===== config.mk =====
export PLATFORM = sky130hd
export DESIGN_NAME = wb_prj_mux_flat
export DESIGN_NICKNAME = d
export VERILOG_FILES = /design/src/rtl/wb_prj_mux_if.sv /design/src/rtl/wb_prj_mux.sv /design/src/flat_wrapper.sv
export SDC_FILE = /design/constraint.sdc
export NUM_CORES = 1
export LEC_CHECK = 0
export CAP_MARGIN = 5
export CORE_AREA = 4 4 193 195
export CTS_CLUSTER_DIAMETER = 150
export DETAILED_ROUTE_END_ITERATION = 8
export DIE_AREA = 0 0 197 199
export RECOVER_POWER = 100
export SYNTH_ARGS = -nofsm -noshare
export SYNTH_HDL_FRONTEND = slang
export SYNTH_SLANG_ARGS = --single-unit
export TNS_END_PERCENT = 10

===== constraint.sdc =====
create_clock -name wb_clk_i -period 7.2 [get_ports wb_clk_i]
set_clock_uncertainty 0.2 [all_clocks]
set_input_delay 1.8 -clock wb_clk_i [delete_from_list [all_inputs] [get_ports wb_clk_i]]
set_output_delay 1.8 -clock wb_clk_i [all_outputs]
set_load 0.02 [all_outputs]

===== src/rtl/wb_prj_mux_if.sv =====
// Upstream Wishbone slave port shared by the multi-project host block and its master.
interface wb_prj_mux_if;
   logic        wbs_cyc_i;
   logic        wbs_stb_i;
   logic        wbs_we_i;
   logic [3:0]  wbs_sel_i;
   logic [31:0] wbs_adr_i;
   logic [31:0] wbs_dat_i;
   logic        wbs_ack_o;
   logic [31:0] wbs_dat_o;

   modport master (
      output wbs_cyc_i, wbs_stb_i, wbs_we_i, wbs_sel_i, wbs_adr_i, wbs_dat_i,
      input  wbs_ack_o, wbs_dat_o
   );

   modport slave (
      input  wbs_cyc_i, wbs_stb_i, wbs_we_i, wbs_sel_i, wbs_adr_i, wbs_dat_i,
      output wbs_ack_o, wbs_dat_o
   );
endinterface


===== src/rtl/wb_prj_mux.sv =====
// Multi-project host: CSR-selected Wishbone forwarding with timeout, guarded IO mux
// and masked/sticky IRQ aggregation for N_PRJ user macros.
module wb_prj_mux #(
   parameter int unsigned N_PRJ       = 4,
   parameter int unsigned IO_W        = 17,
   parameter logic [31:0] CSR_BASE    = 32'h3000_0000,
   parameter int unsigned TIMEOUT_CYC = 255,
   parameter logic [31:0] ERR_DATA    = 32'hDEAD_BEEF
) (
   input  logic                    wb_clk_i,
   input  logic                    wb_rst_i,
   wb_prj_mux_if.slave             wbs,
   output logic [N_PRJ-1:0]        prj_cyc_o,
   output logic [N_PRJ-1:0]        prj_stb_o,
   output logic                    prj_we_o,
   output logic [3:0]              prj_sel_o,
   output logic [31:0]             prj_adr_o,
   output logic [31:0]             prj_dat_o,
   input  logic [N_PRJ-1:0]        prj_ack_i,
   input  logic [32*N_PRJ-1:0]     prj_dat_i,
   input  logic [IO_W*N_PRJ-1:0]   prj_io_out_i,
   input  logic [IO_W*N_PRJ-1:0]   prj_io_oeb_i,
   output logic [IO_W-1:0]         io_out,
   output logic [IO_W-1:0]         io_oeb,
   input  logic [3*N_PRJ-1:0]      prj_irq_i,
   output logic [2:0]              user_irq
);
   localparam int unsigned MAX_PRJ = 8;
   localparam int unsigned SEL_W   = 3;
   localparam int unsigned TMR_W   = 16;

   localparam logic [1:0] ST_IDLE = 2'd0;
   localparam logic [1:0] ST_CSR  = 2'd1;
   localparam logic [1:0] ST_FWD  = 2'd2;
   localparam logic [1:0] ST_RESP = 2'd3;

   localparam logic [5:0] OFS_SEL  = 6'h0;
   localparam logic [5:0] OFS_MASK = 6'h1;
   localparam logic [5:0] OFS_PEND = 6'h2;
   localparam logic [5:0] OFS_STAT = 6'h3;

   logic [1:0]        state_q, state_d;
   logic [SEL_W-1:0]  sel_q, sel_d;
   logic [2:0]        mask_q, mask_d;
   logic [2:0]        pend_q, pend_d;
   logic              tflag_q, tflag_d;
   logic [TMR_W-1:0]  timer_q, timer_d;
   logic              ack_q, ack_d;
   logic [31:0]       rdat_q, rdat_d;
   logic [N_PRJ-1:0]  cyc_q, cyc_d;
   logic              we_q, we_d;
   logic [3:0]        bsel_q, bsel_d;
   logic [31:0]       adr_q, adr_d;
   logic [31:0]       wdat_q, wdat_d;
   logic [IO_W-1:0]   io_out_q, io_out_d;
   logic [IO_W-1:0]   io_oeb_q, io_oeb_d;
   logic              guard_q, guard_d;
   logic [2:0]        user_irq_q, user_irq_d;

   // Per-project views padded to 8 entries so a 3-bit select indexes them exactly.
   logic [31:0]        dat_arr [MAX_PRJ];
   logic [IO_W-1:0]    out_arr [MAX_PRJ];
   logic [IO_W-1:0]    oeb_arr [MAX_PRJ];
   logic [2:0]         irq_arr [MAX_PRJ];
   logic [MAX_PRJ-1:0] ack_ext;
   logic [MAX_PRJ-1:0] onehot;

   for (genvar k = 0; k < MAX_PRJ; k++) begin : g_pad
      if (k < N_PRJ) begin : g_on
         assign dat_arr[k] = prj_dat_i[32*k +: 32];
         assign out_arr[k] = prj_io_out_i[IO_W*k +: IO_W];
         assign oeb_arr[k] = prj_io_oeb_i[IO_W*k +: IO_W];
         assign irq_arr[k] = prj_irq_i[3*k +: 3];
      end else begin : g_off
         assign dat_arr[k] = '0;
         assign out_arr[k] = '0;
         assign oeb_arr[k] = '1;
         assign irq_arr[k] = '0;
      end
   end

   assign ack_ext = MAX_PRJ'(prj_ack_i);
   assign onehot  = MAX_PRJ'(1) << sel_q;

   logic       req;
   logic       csr_hit;
   logic [5:0] ofs;

   assign req     = wbs.wbs_cyc_i & wbs.wbs_stb_i;
   assign csr_hit = (wbs.wbs_adr_i[31:8] == CSR_BASE[31:8]);
   assign ofs     = wbs.wbs_adr_i[7:2];

   always_comb begin
      state_d    = state_q;
      sel_d      = sel_q;
      mask_d     = mask_q;
      pend_d     = pend_q | irq_arr[sel_q];
      tflag_d    = tflag_q;
      timer_d    = timer_q;
      ack_d      = 1'b0;
      rdat_d     = '0;
      cyc_d      = cyc_q;
      we_d       = we_q;
      bsel_d     = bsel_q;
      adr_d      = adr_q;
      wdat_d     = wdat_q;
      guard_d    = 1'b0;
      io_out_d   = guard_q ? '0 : out_arr[sel_q];
      io_oeb_d   = guard_q ? '1 : oeb_arr[sel_q];
      user_irq_d = pend_q & mask_q;

      case (state_q)
         ST_IDLE: begin
            if (req && csr_hit) begin
               // CSR access completes on this edge so ack follows stb by one cycle.
               state_d = ST_CSR;
               ack_d   = 1'b1;
               case (ofs)
                  OFS_SEL: begin
                     rdat_d = 32'(sel_q);
                     if (wbs.wbs_we_i && (wbs.wbs_dat_i < 32'(N_PRJ))) begin
                        sel_d   = wbs.wbs_dat_i[SEL_W-1:0];
                        guard_d = (wbs.wbs_dat_i[SEL_W-1:0] != sel_q);
                     end
                  end
                  OFS_MASK: begin
                     rdat_d = 32'(mask_q);
                     if (wbs.wbs_we_i) mask_d = wbs.wbs_dat_i[2:0];
                  end
                  OFS_PEND: begin
                     rdat_d = 32'(pend_q);
                     if (wbs.wbs_we_i) pend_d = (pend_q & ~wbs.wbs_dat_i[2:0]) | irq_arr[sel_q];
                  end
                  OFS_STAT: begin
                     rdat_d = {16'h0, 8'(N_PRJ), 7'h0, tflag_q};
                     if (!wbs.wbs_we_i) tflag_d = 1'b0;
                  end
                  default: rdat_d = '0;
               endcase
            end else if (req) begin
               state_d = ST_FWD;
               cyc_d   = onehot[N_PRJ-1:0];
               we_d    = wbs.wbs_we_i;
               bsel_d  = wbs.wbs_sel_i;
               adr_d   = wbs.wbs_adr_i;
               wdat_d  = wbs.wbs_dat_i;
               timer_d = '0;
            end
         end
         ST_CSR: state_d = ST_IDLE;
         ST_FWD: begin
            if (!wbs.wbs_cyc_i) begin
               state_d = ST_IDLE;
               cyc_d   = '0;
            end else if (ack_ext[sel_q]) begin
               state_d = ST_RESP;
               cyc_d   = '0;
               ack_d   = 1'b1;
               rdat_d  = dat_arr[sel_q];
            end else if (timer_q == TMR_W'(TIMEOUT_CYC)) begin
               state_d = ST_RESP;
               cyc_d   = '0;
               ack_d   = 1'b1;
               rdat_d  = ERR_DATA;
               tflag_d = 1'b1;
            end else begin
               timer_d = timer_q + TMR_W'(1);
            end
         end
         ST_RESP: state_d = ST_IDLE;
         default: state_d = ST_IDLE;
      endcase
   end

   always_ff @(posedge wb_clk_i) begin
      if (wb_rst_i) begin
         state_q    <= ST_IDLE;
         sel_q      <= '0;
         mask_q     <= '0;
         pend_q     <= '0;
         tflag_q    <= 1'b0;
         timer_q    <= '0;
         ack_q      <= 1'b0;
         rdat_q     <= '0;
         cyc_q      <= '0;
         we_q       <= 1'b0;
         bsel_q     <= '0;
         adr_q      <= '0;
         wdat_q     <= '0;
         io_out_q   <= '0;
         io_oeb_q   <= '1;
         guard_q    <= 1'b0;
         user_irq_q <= '0;
      end else begin
         state_q    <= state_d;
         sel_q      <= sel_d;
         mask_q     <= mask_d;
         pend_q     <= pend_d;
         tflag_q    <= tflag_d;
         timer_q    <= timer_d;
         ack_q      <= ack_d;
         rdat_q     <= rdat_d;
         cyc_q      <= cyc_d;
         we_q       <= we_d;
         bsel_q     <= bsel_d;
         adr_q      <= adr_d;
         wdat_q     <= wdat_d;
         io_out_q   <= io_out_d;
         io_oeb_q   <= io_oeb_d;
         guard_q    <= guard_d;
         user_irq_q <= user_irq_d;
      end
   end

   assign wbs.wbs_ack_o = ack_q;
   assign wbs.wbs_dat_o = rdat_q;
   assign prj_cyc_o     = cyc_q;
   assign prj_stb_o     = cyc_q;
   assign prj_we_o      = we_q;
   assign prj_sel_o     = bsel_q;
   assign prj_adr_o     = adr_q;
   assign prj_dat_o     = wdat_q;
   assign io_out        = io_out_q;
   assign io_oeb        = io_oeb_q;
   assign user_irq      = user_irq_q;
endmodule


===== src/flat_wrapper.sv =====
// flat-port wrapper written by rule: the top's interface ports become plain ports
module wb_prj_mux_flat 
#(
   parameter int unsigned N_PRJ       = 4,
   parameter int unsigned IO_W        = 17,
   parameter logic [31:0] CSR_BASE    = 32'h3000_0000,
   parameter int unsigned TIMEOUT_CYC = 255,
   parameter logic [31:0] ERR_DATA    = 32'hDEAD_BEEF
)
  (wb_clk_i, wb_rst_i, prj_cyc_o, prj_stb_o, prj_we_o, prj_sel_o, prj_adr_o, prj_dat_o, prj_ack_i, prj_dat_i, prj_io_out_i, prj_io_oeb_i, io_out, io_oeb, prj_irq_i, user_irq, wbs_wbs_cyc_i, wbs_wbs_stb_i, wbs_wbs_we_i, wbs_wbs_sel_i, wbs_wbs_adr_i, wbs_wbs_dat_i, wbs_wbs_ack_o, wbs_wbs_dat_o);
  wb_prj_mux_if wbs_i ();
  input  logic wb_clk_i;
  input  logic wb_rst_i;
  output logic [N_PRJ-1:0] prj_cyc_o;
  output logic [N_PRJ-1:0] prj_stb_o;
  output logic prj_we_o;
  output logic [3:0] prj_sel_o;
  output logic [31:0] prj_adr_o;
  output logic [31:0] prj_dat_o;
  input  logic [N_PRJ-1:0] prj_ack_i;
  input  logic [32*N_PRJ-1:0] prj_dat_i;
  input  logic [IO_W*N_PRJ-1:0] prj_io_out_i;
  input  logic [IO_W*N_PRJ-1:0] prj_io_oeb_i;
  output logic [IO_W-1:0] io_out;
  output logic [IO_W-1:0] io_oeb;
  input  logic [3*N_PRJ-1:0] prj_irq_i;
  output logic [2:0] user_irq;
  input wire logic [$bits(wbs_i.wbs_cyc_i)-1:0] wbs_wbs_cyc_i;
  input wire logic [$bits(wbs_i.wbs_stb_i)-1:0] wbs_wbs_stb_i;
  input wire logic [$bits(wbs_i.wbs_we_i)-1:0] wbs_wbs_we_i;
  input wire logic [$bits(wbs_i.wbs_sel_i)-1:0] wbs_wbs_sel_i;
  input wire logic [$bits(wbs_i.wbs_adr_i)-1:0] wbs_wbs_adr_i;
  input wire logic [$bits(wbs_i.wbs_dat_i)-1:0] wbs_wbs_dat_i;
  output wire logic [$bits(wbs_i.wbs_ack_o)-1:0] wbs_wbs_ack_o;
  output wire logic [$bits(wbs_i.wbs_dat_o)-1:0] wbs_wbs_dat_o;
  assign wbs_i.wbs_cyc_i = wbs_wbs_cyc_i;
  assign wbs_i.wbs_stb_i = wbs_wbs_stb_i;
  assign wbs_i.wbs_we_i = wbs_wbs_we_i;
  assign wbs_i.wbs_sel_i = wbs_wbs_sel_i;
  assign wbs_i.wbs_adr_i = wbs_wbs_adr_i;
  assign wbs_i.wbs_dat_i = wbs_wbs_dat_i;
  assign wbs_wbs_ack_o = wbs_i.wbs_ack_o;
  assign wbs_wbs_dat_o = wbs_i.wbs_dat_o;
  wb_prj_mux #(.N_PRJ(N_PRJ), .IO_W(IO_W), .CSR_BASE(CSR_BASE), .TIMEOUT_CYC(TIMEOUT_CYC), .ERR_DATA(ERR_DATA)) u_core (.wb_clk_i(wb_clk_i), .wb_rst_i(wb_rst_i), .wbs(wbs_i), .prj_cyc_o(prj_cyc_o), .prj_stb_o(prj_stb_o), .prj_we_o(prj_we_o), .prj_sel_o(prj_sel_o), .prj_adr_o(prj_adr_o), .prj_dat_o(prj_dat_o), .prj_ack_i(prj_ack_i), .prj_dat_i(prj_dat_i), .prj_io_out_i(prj_io_out_i), .prj_io_oeb_i(prj_io_oeb_i), .io_out(io_out), .io_oeb(io_oeb), .prj_irq_i(prj_irq_i), .user_irq(user_irq));
endmodule

; ---- Word-level counts from Yosys, hierarchy flattened
; Index checks and enable logic that the tools add are counted.
; W data, S select, Z words.
[classes]
eq_ne = 20
shift = 1
bitwise = 11
muxes = 54
reduce_logical = 15
add_sub_neg = 1
order_cmp = 3
[op_table]
columns = cell, count
row1 = $mux W32, 6
row2 = $bmux W17 S3, 2
row3 = $bmux W32 S3, 1
row4 = $mux W16, 5
row5 = $mux W17, 4
row6 = $pmux W32 S2, 1
row7 = $pmux W11 S4, 1
row8 = $lt A32 B3 Y1 const B, 1
row9 = $pmux W16 S2, 1
row10 = $eq A24 B22 Y1 const B, 1
row11 = $mux W4, 5
row12 = $mux W3, 6
row13 = $add A16 B1 Y16 const B, 1
row14 = $eq A16 B8 Y1 const B, 1
row15 = $eq A6 B2 Y1 const B, 2
row16 = $ne A2 B2 Y1 const B, 6
row17 = $reduce_and A4 Y1, 3
row18 = $mux W1, 11
row19 = $mux W2, 5
row20 = $bmux W3 S3, 1
row21 = $pmux W4 S2, 1
row22 = $reduce_and A7 Y1, 1
row23 = $and A3 B3 Y3, 2
row24 = $eq A6 B1 Y1 const B, 1
row25 = 26 further kinds, 36
[totals]
output_inout_bits = 147
in_bits = 353
register_bits = 172

; ---- Longest topological paths before layout
; Gate-level depths: netlist of the first run.
[depth]
word_depth = 9
mapped_depth = 9
mapped_depth_nobuf = 7

; ---- Worst setup path after synthesis of the first run
; OpenSTA, ideal clock, no wires.
[synth_path]
kind = input-to-reg
from = in wbs_wbs_adr_i[4]
to = reg u_core.sel_q[0]
path_slack_ps = 3115
stages = 7
path_buffers = 2
setup_ps = 128
arrival_time_ps = 3758
cell_sequence = or4_1 > or4b_1 > buf_2 > or4_4 > buf_6 > mux2i_1 > nor2_1
[synth_between]
elab_chain_len = 2
[synth_lines]
columns = element, line_no
row1 = from (decl), flat_wrapper.sv:32  ; input wire logic [$bits(wbs_i.wbs_adr_i)-1:0] wbs_wbs_adr_i;
row2 = $logic_not A6 Y1, wb_prj_mux.sv:118  ; case (ofs)
row3 = $reduce_and A4 Y1 (no source line), n/a
row4 = to (signal assigned), wb_prj_mux.sv:196  ; sel_q <= sel_d;
row5 = to (decl), wb_prj_mux.sv:43  ; logic [SEL_W-1:0] sel_q, sel_d;
; Every way passes these cells.
; A chain may end at the register's enable or synchronous reset.

; ---- Worst setup path after layout of the first run
[layout_path]
from = in prj_ack_i[3]
to = reg u_core.timer_q[15]
[layout_between]
elab_chain_len = 4
[layout_lines]
columns = element, line_no
row1 = from (decl), flat_wrapper.sv:20  ; input logic [N_PRJ-1:0] prj_ack_i;
row2 = $bmux W1 S3, wb_prj_mux.sv:155  ; end else if (ack_ext[sel_q]) begin
row3 = $mux W1 (implied by the code), wb_prj_mux.sv:155
row4 = $ne A2 B2 Y1 (no source line), n/a
row5 = $reduce_and A6 Y1 (no source line), n/a
row6 = to (signal assigned), wb_prj_mux.sv:200  ; timer_q <= timer_d;
row7 = to (decl), wb_prj_mux.sv:47  ; logic [TMR_W-1:0] timer_q, timer_d;
; Every way passes these cells. The select of a mux whose other input is x is not followed.

==> impl_metrics.tcl, run 1 <==
set metrics [dict create \
    status "finished with violations" \
    violations "capacitance limit, slew limit" \
    synth_top_area_cell "dfxtp_1" \
    fmax_mhz 188 \
    clkLatencyLatePin_ns 0.44 \
    route.detailed.drc 0 \
    setup_ws_ns 1.89 \
    rows 69 \
    cts_setup_buffers 0 \
    dpl.hpwl_mm 27.9 \
    dieHeight_um 199 \
    setup-tns-final_ns 0 \
    crit_path_end_kind "register" \
    synth-edff-count 0 \
    cts_hold_buf 0 \
    fin_cells 1726 \
    numPlacedInstances 1693 \
    clk_transition_reported_paths_ns 0.07 \
    period_minus_slack_ns 5.31 \
    synthDistinctLibCells 49 \
    crit_buf_inv 2 \
    met1_length_mm 13.8 \
    critical-path-top-delay-family "buffers and inverters" \
    multiInputGateArea_mm2 0.00404 \
    grt_max_degree 70 \
    drtAntennaViolNets 0 \
    start_kind "input port" \
    fillCellCount 3558 \
    root_buffer "clkbuf_16" \
    relSlewSlack_pct -82.2 \
    power_density_mw_per_mm2 174 \
    syn-cell-area_mm2 0.00778 \
    place_ws_ns 2.18 \
    numClockSinks 172 \
    gp_congestion 0.841 \
    timing.final.hold_violations 0 \
    syn_to_final_growth_pct 76.7 \
    pin_count 500 \
    htreeDepth 4 \
    min_path_type "reg -> reg" \
    portBuffers 499 \
    synthXorXnorAreaFrac_pct 1.69 \
    synth_top_family_by_area "multiplexers" \
    synthAdderAreaFrac_pct 0.161 \
    dr_wl_met2_mm 17.3 \
    die_x_um 197 \
    drt_iter0_markers 343 \
    cts_tree "done" \
    numCtsBuffers 17 \
    critical-path-slowest-cell "clkbuf_1" \
    maxUsedRoutingLayer "met4" \
    synth_area_leaders "dfxtp_1 (44%), mux4_2 (20%), nand2_1 (7.6%)" \
    crit_chain "dlygate4sd3_1 -> mux2_1 -> a22oi_1 -> clkbuf_1 -> or3b_1 -> and2_0 -> or4_1 -> a21oi_1" \
    initial_utilization_pct 22.0 \
    critPathRequiredTime_ns 7.36 \
    grt_pass1_wl_mm 49.5 \
    coreArea_mm2 0.0354 \
    synth.avg_cell_area_um2 9.86 \
    cts_resized 0 \
    ir_drop_mv 0.149 \
    worst-path-max-fanout 29 \
    synth_simple_gate_area_share_pct 20.2 \
    vias 7731 \
    grt_pass1_vias 8230 \
    critPathMaxStageDelay_ns 1.05 \
    fin_crit_sh_pct 73.8 \
    worst_slew_pin_slew_ns 2.73 \
    hold_slack_ns 0.251 \
    path_class "in -> reg" \
    first_pass_iters 4 \
    synth_top_area_share_pct 44.3 \
    overflow 0 \
    final_core_utilization_pct 38.8 \
    synth.mux.area_fraction_pct 21.7 \
    wl_mm 34.0 \
    rsz0062_at_grt "false" \
    worstPathArrival_ns 5.48 \
    synthCells 789 \
    drive_gt1_share_pct 9.18 \
    ys_seq_elements 172 \
    grt.total_usage_pct 16.8 \
    leakagePower_nw 5.05 \
    register_area_mm2 0.00345 \
    drv_cap 1 \
    synth_most_common_cell "dfxtp_1" \
    die-area_mm2 0.0392 \
    clockBufferDepth 2 \
    met3_length_mm 2.06 \
    ys_warn_count 0 \
    synth_compound_area_share_pct 8.32 \
    num-nets-final 1605 \
    async_flop_share_pct 0 \
    setup_viol 0 \
    synth_nets 1143 \
    antenna_found_initial 1 \
    wl_per_cell_um 19.7 \
    synth_commonest_cells "dfxtp_1 (172), nand2_1 (158), a21oi_1 (84), nor2_1 (75), mux4_2 (70)" \
    routed_via_density 4.48 \
    synth_seq_area_share_pct 44.3 \
    slew_viol_final 60 \
    synth_flop_cell "dfxtp_1" \
]
==> per-stage QoR <==
step | power (mW) | cell area [um2]
3_5_place_dp | 1.47 | 13200
3_3_place_gp | 1.46 | 13200
5_1_grt | 2.50 | 13700
2_1_floorplan | 1.16 | 7780
6_report | 2.40 | 13700
4_1_cts | 2.46 | 13800
==> state kept, by name (all words and copies together) (netlist names), 2 cells and up <==
name and flops:
u_core.io_oeb 17, u_core.io_out 17, u_core.prj_cyc_o 4, u_core.prj_sel_o 4, u_core.user_irq 3, u_core.prj_adr_o 32, u_core.prj_dat_o 32, u_core.sel_q 3
u_core.pend_q 3, u_core.mask_q 3, u_core.state_q 2, u_core.timer_q 16, u_core.wbs.wbs_dat_o 32
==> final cells by class <==
class	count	area share [%]
multi-input combinational	548	29.4
clock inverter	14	1.28
clock buffer	18	3.20
tap	461	4.20
inverter	5	0.137
timing repair buffer	507	36.7
sequential	172	25.1
antenna	1	0.0182
==> kinds of logic (layout without fill, tap and decap cells) <==
kind of cell / after synthesis / count (layout)
AO/OA/AOI/OAI: 113 / 113
AND/OR/NAND/NOR: 339 / 339
other: 0 / 1
buffers and inverters: 69 / 544
adder cells (fa/ha/maj): 1 / 1
XOR/XNOR: 15 / 15
flip-flops: 172 / 172
multiplexers: 80 / 80
==> placed cells by master (no fill, tap or decap), types with 5 or more instances in the layout <==
master,instances
dfxtp_1,170
nor4_1,14
nand4_1,8
and2_1,13
nand2b_1,21
a211oi_1,7
buf_4,5
dlygate4sd3_1,149
and2_0,6
mux4_2,70
mux2i_1,7
clkbuf_16,17
xnor2_1,15
nand2_1,158
clkdlybuf4s50_1,349
nand3_1,7
nor2_1,74
inv_6,6
a21oi_1,84
inv_1,5
nor2b_1,12
==> worst register-to-register path: cells and delay by family (launching register included) <==
kind,cells,cell delay [ns]
AO/OA/AOI/OAI,2,0.34
buffers and inverters,1,1.05
flip-flops,1,0.67
multiplexers,1,0.40
AND/OR/NAND/NOR,3,1.45
==> per-layer routing <==
metal,up-vias,GRT usage (%)
met5,-,0
met4,0,5.80
met3,49,4.56
met2,286,29.5
met1,3680,19.7
li1,3716,-
==> final timing paths <==
check | startpoint | to | slack, ns | cells past startpoint
setup / recovery | prj_ack_i[3] | u_core.timer_q[15]$_SDFFE_PP0P_ | 1.89 | 8
hold reg to reg | u_core.prj_adr_o[14]$_SDFFE_PP0P_ | u_core.prj_adr_o[14]$_SDFFE_PP0P_ | 0.25 | 2
setup reg to reg | u_core.sel_q[1]$_SDFFE_PP0P_ | u_core.timer_q[15]$_SDFFE_PP0P_ | 3.01 | 7
hold / removal | u_core.prj_adr_o[14]$_SDFFE_PP0P_ | u_core.prj_adr_o[14]$_SDFFE_PP0P_ | 0.25 | 2
==> power breakdown <==
part           internal (mW)  switching (mW)
clock network          0.535           0.438
registers              0.983          0.0128
logic                  0.260           0.168
total                   1.78           0.619
(Power assumes the default switching activity.)
==> run 2, diff against run 1 <==
--- a/config.mk
+++ b/config.mk
@@ -6,10 +6,10 @@
 export NUM_CORES = 1
 export LEC_CHECK = 0
 export CAP_MARGIN = 5
-export CORE_AREA = 4 4 193 195
+export CORE_AREA = 4 4 195 197
 export CTS_CLUSTER_DIAMETER = 150
 export DETAILED_ROUTE_END_ITERATION = 8
-export DIE_AREA = 0 0 197 199
+export DIE_AREA = 0 0 199 201
 export RECOVER_POWER = 100
 export SYNTH_ARGS = -nofsm -noshare
 export SYNTH_HDL_FRONTEND = slang
==> constraint.sdc (replaced) <==
create_clock -name wb_clk_i -period 5.2 [get_ports wb_clk_i]
set_clock_uncertainty 0.2 [all_clocks]
set_input_delay 1.3 -clock wb_clk_i [delete_from_list [all_inputs] [get_ports wb_clk_i]]
set_output_delay 1.3 -clock wb_clk_i [all_outputs]
set_load 0.02 [all_outputs]
==> impl_metrics.tcl, run 2 (synthesis results as in run 1) <==
set metrics [dict create \
    die_x_um 199 \
    status "finished with violations" \
    syn_to_final_growth_pct 76.4 \
    worst-path-max-fanout 28 \
    drive_gt1_share_pct 9.48 \
    first_pass_iters 5 \
    worstPathArrival_ns 4.41 \
    fmax_mhz 236 \
    dieHeight_um 201 \
    timing.final.hold_violations 0 \
    grt_pass1_wl_mm 50.0 \
    cts_resized 0 \
    path_class "in -> reg" \
    clkLatencyLatePin_ns 0.44 \
    coreArea_mm2 0.0363 \
    ir_drop_mv 0.200 \
    critPathRequiredTime_ns 5.38 \
    vias 7757 \
    clk_transition_reported_paths_ns 0.07 \
    clockBufferDepth 2 \
    min_path_type "reg -> reg" \
    wl_mm 34.4 \
    drt_iter0_markers 393 \
    initial_utilization_pct 21.4 \
    cts_hold_buf 0 \
    drtAntennaViolNets 0 \
    antenna_found_initial 0 \
    cts_setup_buffers 0 \
    numCtsBuffers 17 \
    die-area_mm2 0.0400 \
    setup-tns-final_ns 0 \
    numPlacedInstances 1702 \
    gp_congestion 0.864 \
    power_density_mw_per_mm2 233 \
    fin_crit_sh_pct 81.3 \
    grt_pass1_vias 8210 \
    relSlewSlack_pct -1.85 \
    slew_viol_final 35 \
    rows 70 \
    pin_count 500 \
    diodes 0 \
    fillCellCount 3602 \
    routed_via_density 4.47 \
    rsz0062_at_grt "false" \
    route.detailed.drc 0 \
    num-nets-final 1607 \
    register_area_mm2 0.00345 \
    numClockSinks 172 \
    layout_commonest_cell "clkdlybuf4s50_1" \
    cts_tree "done" \
    violations "capacitance limit, slew limit" \
    portBuffers 499 \
    root_buffer "clkbuf_16" \
    dpl.hpwl_mm 28.1 \
    worst_slew_pin_slew_ns 1.53 \
    multiInputGateArea_mm2 0.00405 \
    drv_cap 1 \
    grt_max_degree 70 \
    period_minus_slack_ns 4.23 \
    crit_path_end_kind "register" \
    wl_per_cell_um 19.8 \
    rrSetupSlack_ns 1.55 \
    setup_viol 0 \
    leakagePower_nw 5.03 \
    overflow 0 \
    mostFrequentLayoutCells "clkdlybuf4s50_1 (350), dfxtp_1 (170), nand2_1 (158)" \
    grt.total_usage_pct 16.7 \
    htreeDepth 4 \
    fin_cells 1734 \
    start_kind "input port" \
]
## run 2: cell count changes in the layout (fill, tap and decap cells not counted), moves of 2 or more
cell       delta
and2_0        +6
clkbuf_1      +2
and2_1        -7
clkinv_4      +3
bufinv_16     -2
## run 2: final timing paths
kind	start	to	cells past startpoint
max	prj_ack_i[1]	u_core.prj_cyc_o[0]$_SDFFE_PP0P_	7
min	u_core.prj_adr_o[19]$_SDFFE_PP0P_	u_core.prj_adr_o[19]$_SDFFE_PP0P_	2
max reg2reg	u_core.sel_q[1]$_SDFFE_PP0P_	u_core.prj_cyc_o[0]$_SDFFE_PP0P_	6
min reg2reg	u_core.prj_adr_o[19]$_SDFFE_PP0P_	u_core.prj_adr_o[19]$_SDFFE_PP0P_	2
## run 2: layout make-up
class	count	area share, %
Clock inverter	14	0.939
Sequential cell	172	25.1
Clock buffer	18	3.13
Multi-Input combinational cell	548	29.5
Tap cell	468	4.27
Inverter	5	0.137
Timing Repair Buffer	509	36.9
## run 2: worst max-delay path, stage by stage
cell	delay (ns)
clkdlybuf4s50_1	0.44
mux2_4	0.28
a22oi_2	0.21
clkbuf_1	1.08
nand4_1	0.18
a31oi_1	0.69
a32o_1	0.21
## run 2: where the power goes
group	internal [mW]	switching [mW]	total (mW)	leakage (nW)
registers	1.36	0.0181	1.38	1.41
logic	0.362	0.233	0.595	3.36
clock network	0.631	0.595	1.23	0.269
total	2.35	0.846	3.20	5.03
## run 2: stage by stage
step                      setup slack, ns  area (um2)  hold slack, ns  total power, mW  utilization [%]
final                               0.970       13700           0.251             3.20             37.8
after global routing                0.634       13700           0.265             3.36             37.8
after floorplan                      1.61        7780           0.219             1.61                -
after CTS                            1.48       13800           0.256             3.28             37.9
after detailed placement            0.996       13200           0.246             2.03             36.4
after global placement              0.972       13200           0.241             2.02             36.4
## run 2: routing by layer
layer | up-vias | global-route usage (%) | part of all wire (%)
met5 | - | 0 | 0
met4 | 0 | 6.30 | 2.5
met3 | 39 | 3.84 | 6.2
met2 | 302 | 28.3 | 50
met1 | 3697 | 20.5 | 41
li1 | 3719 | - | -
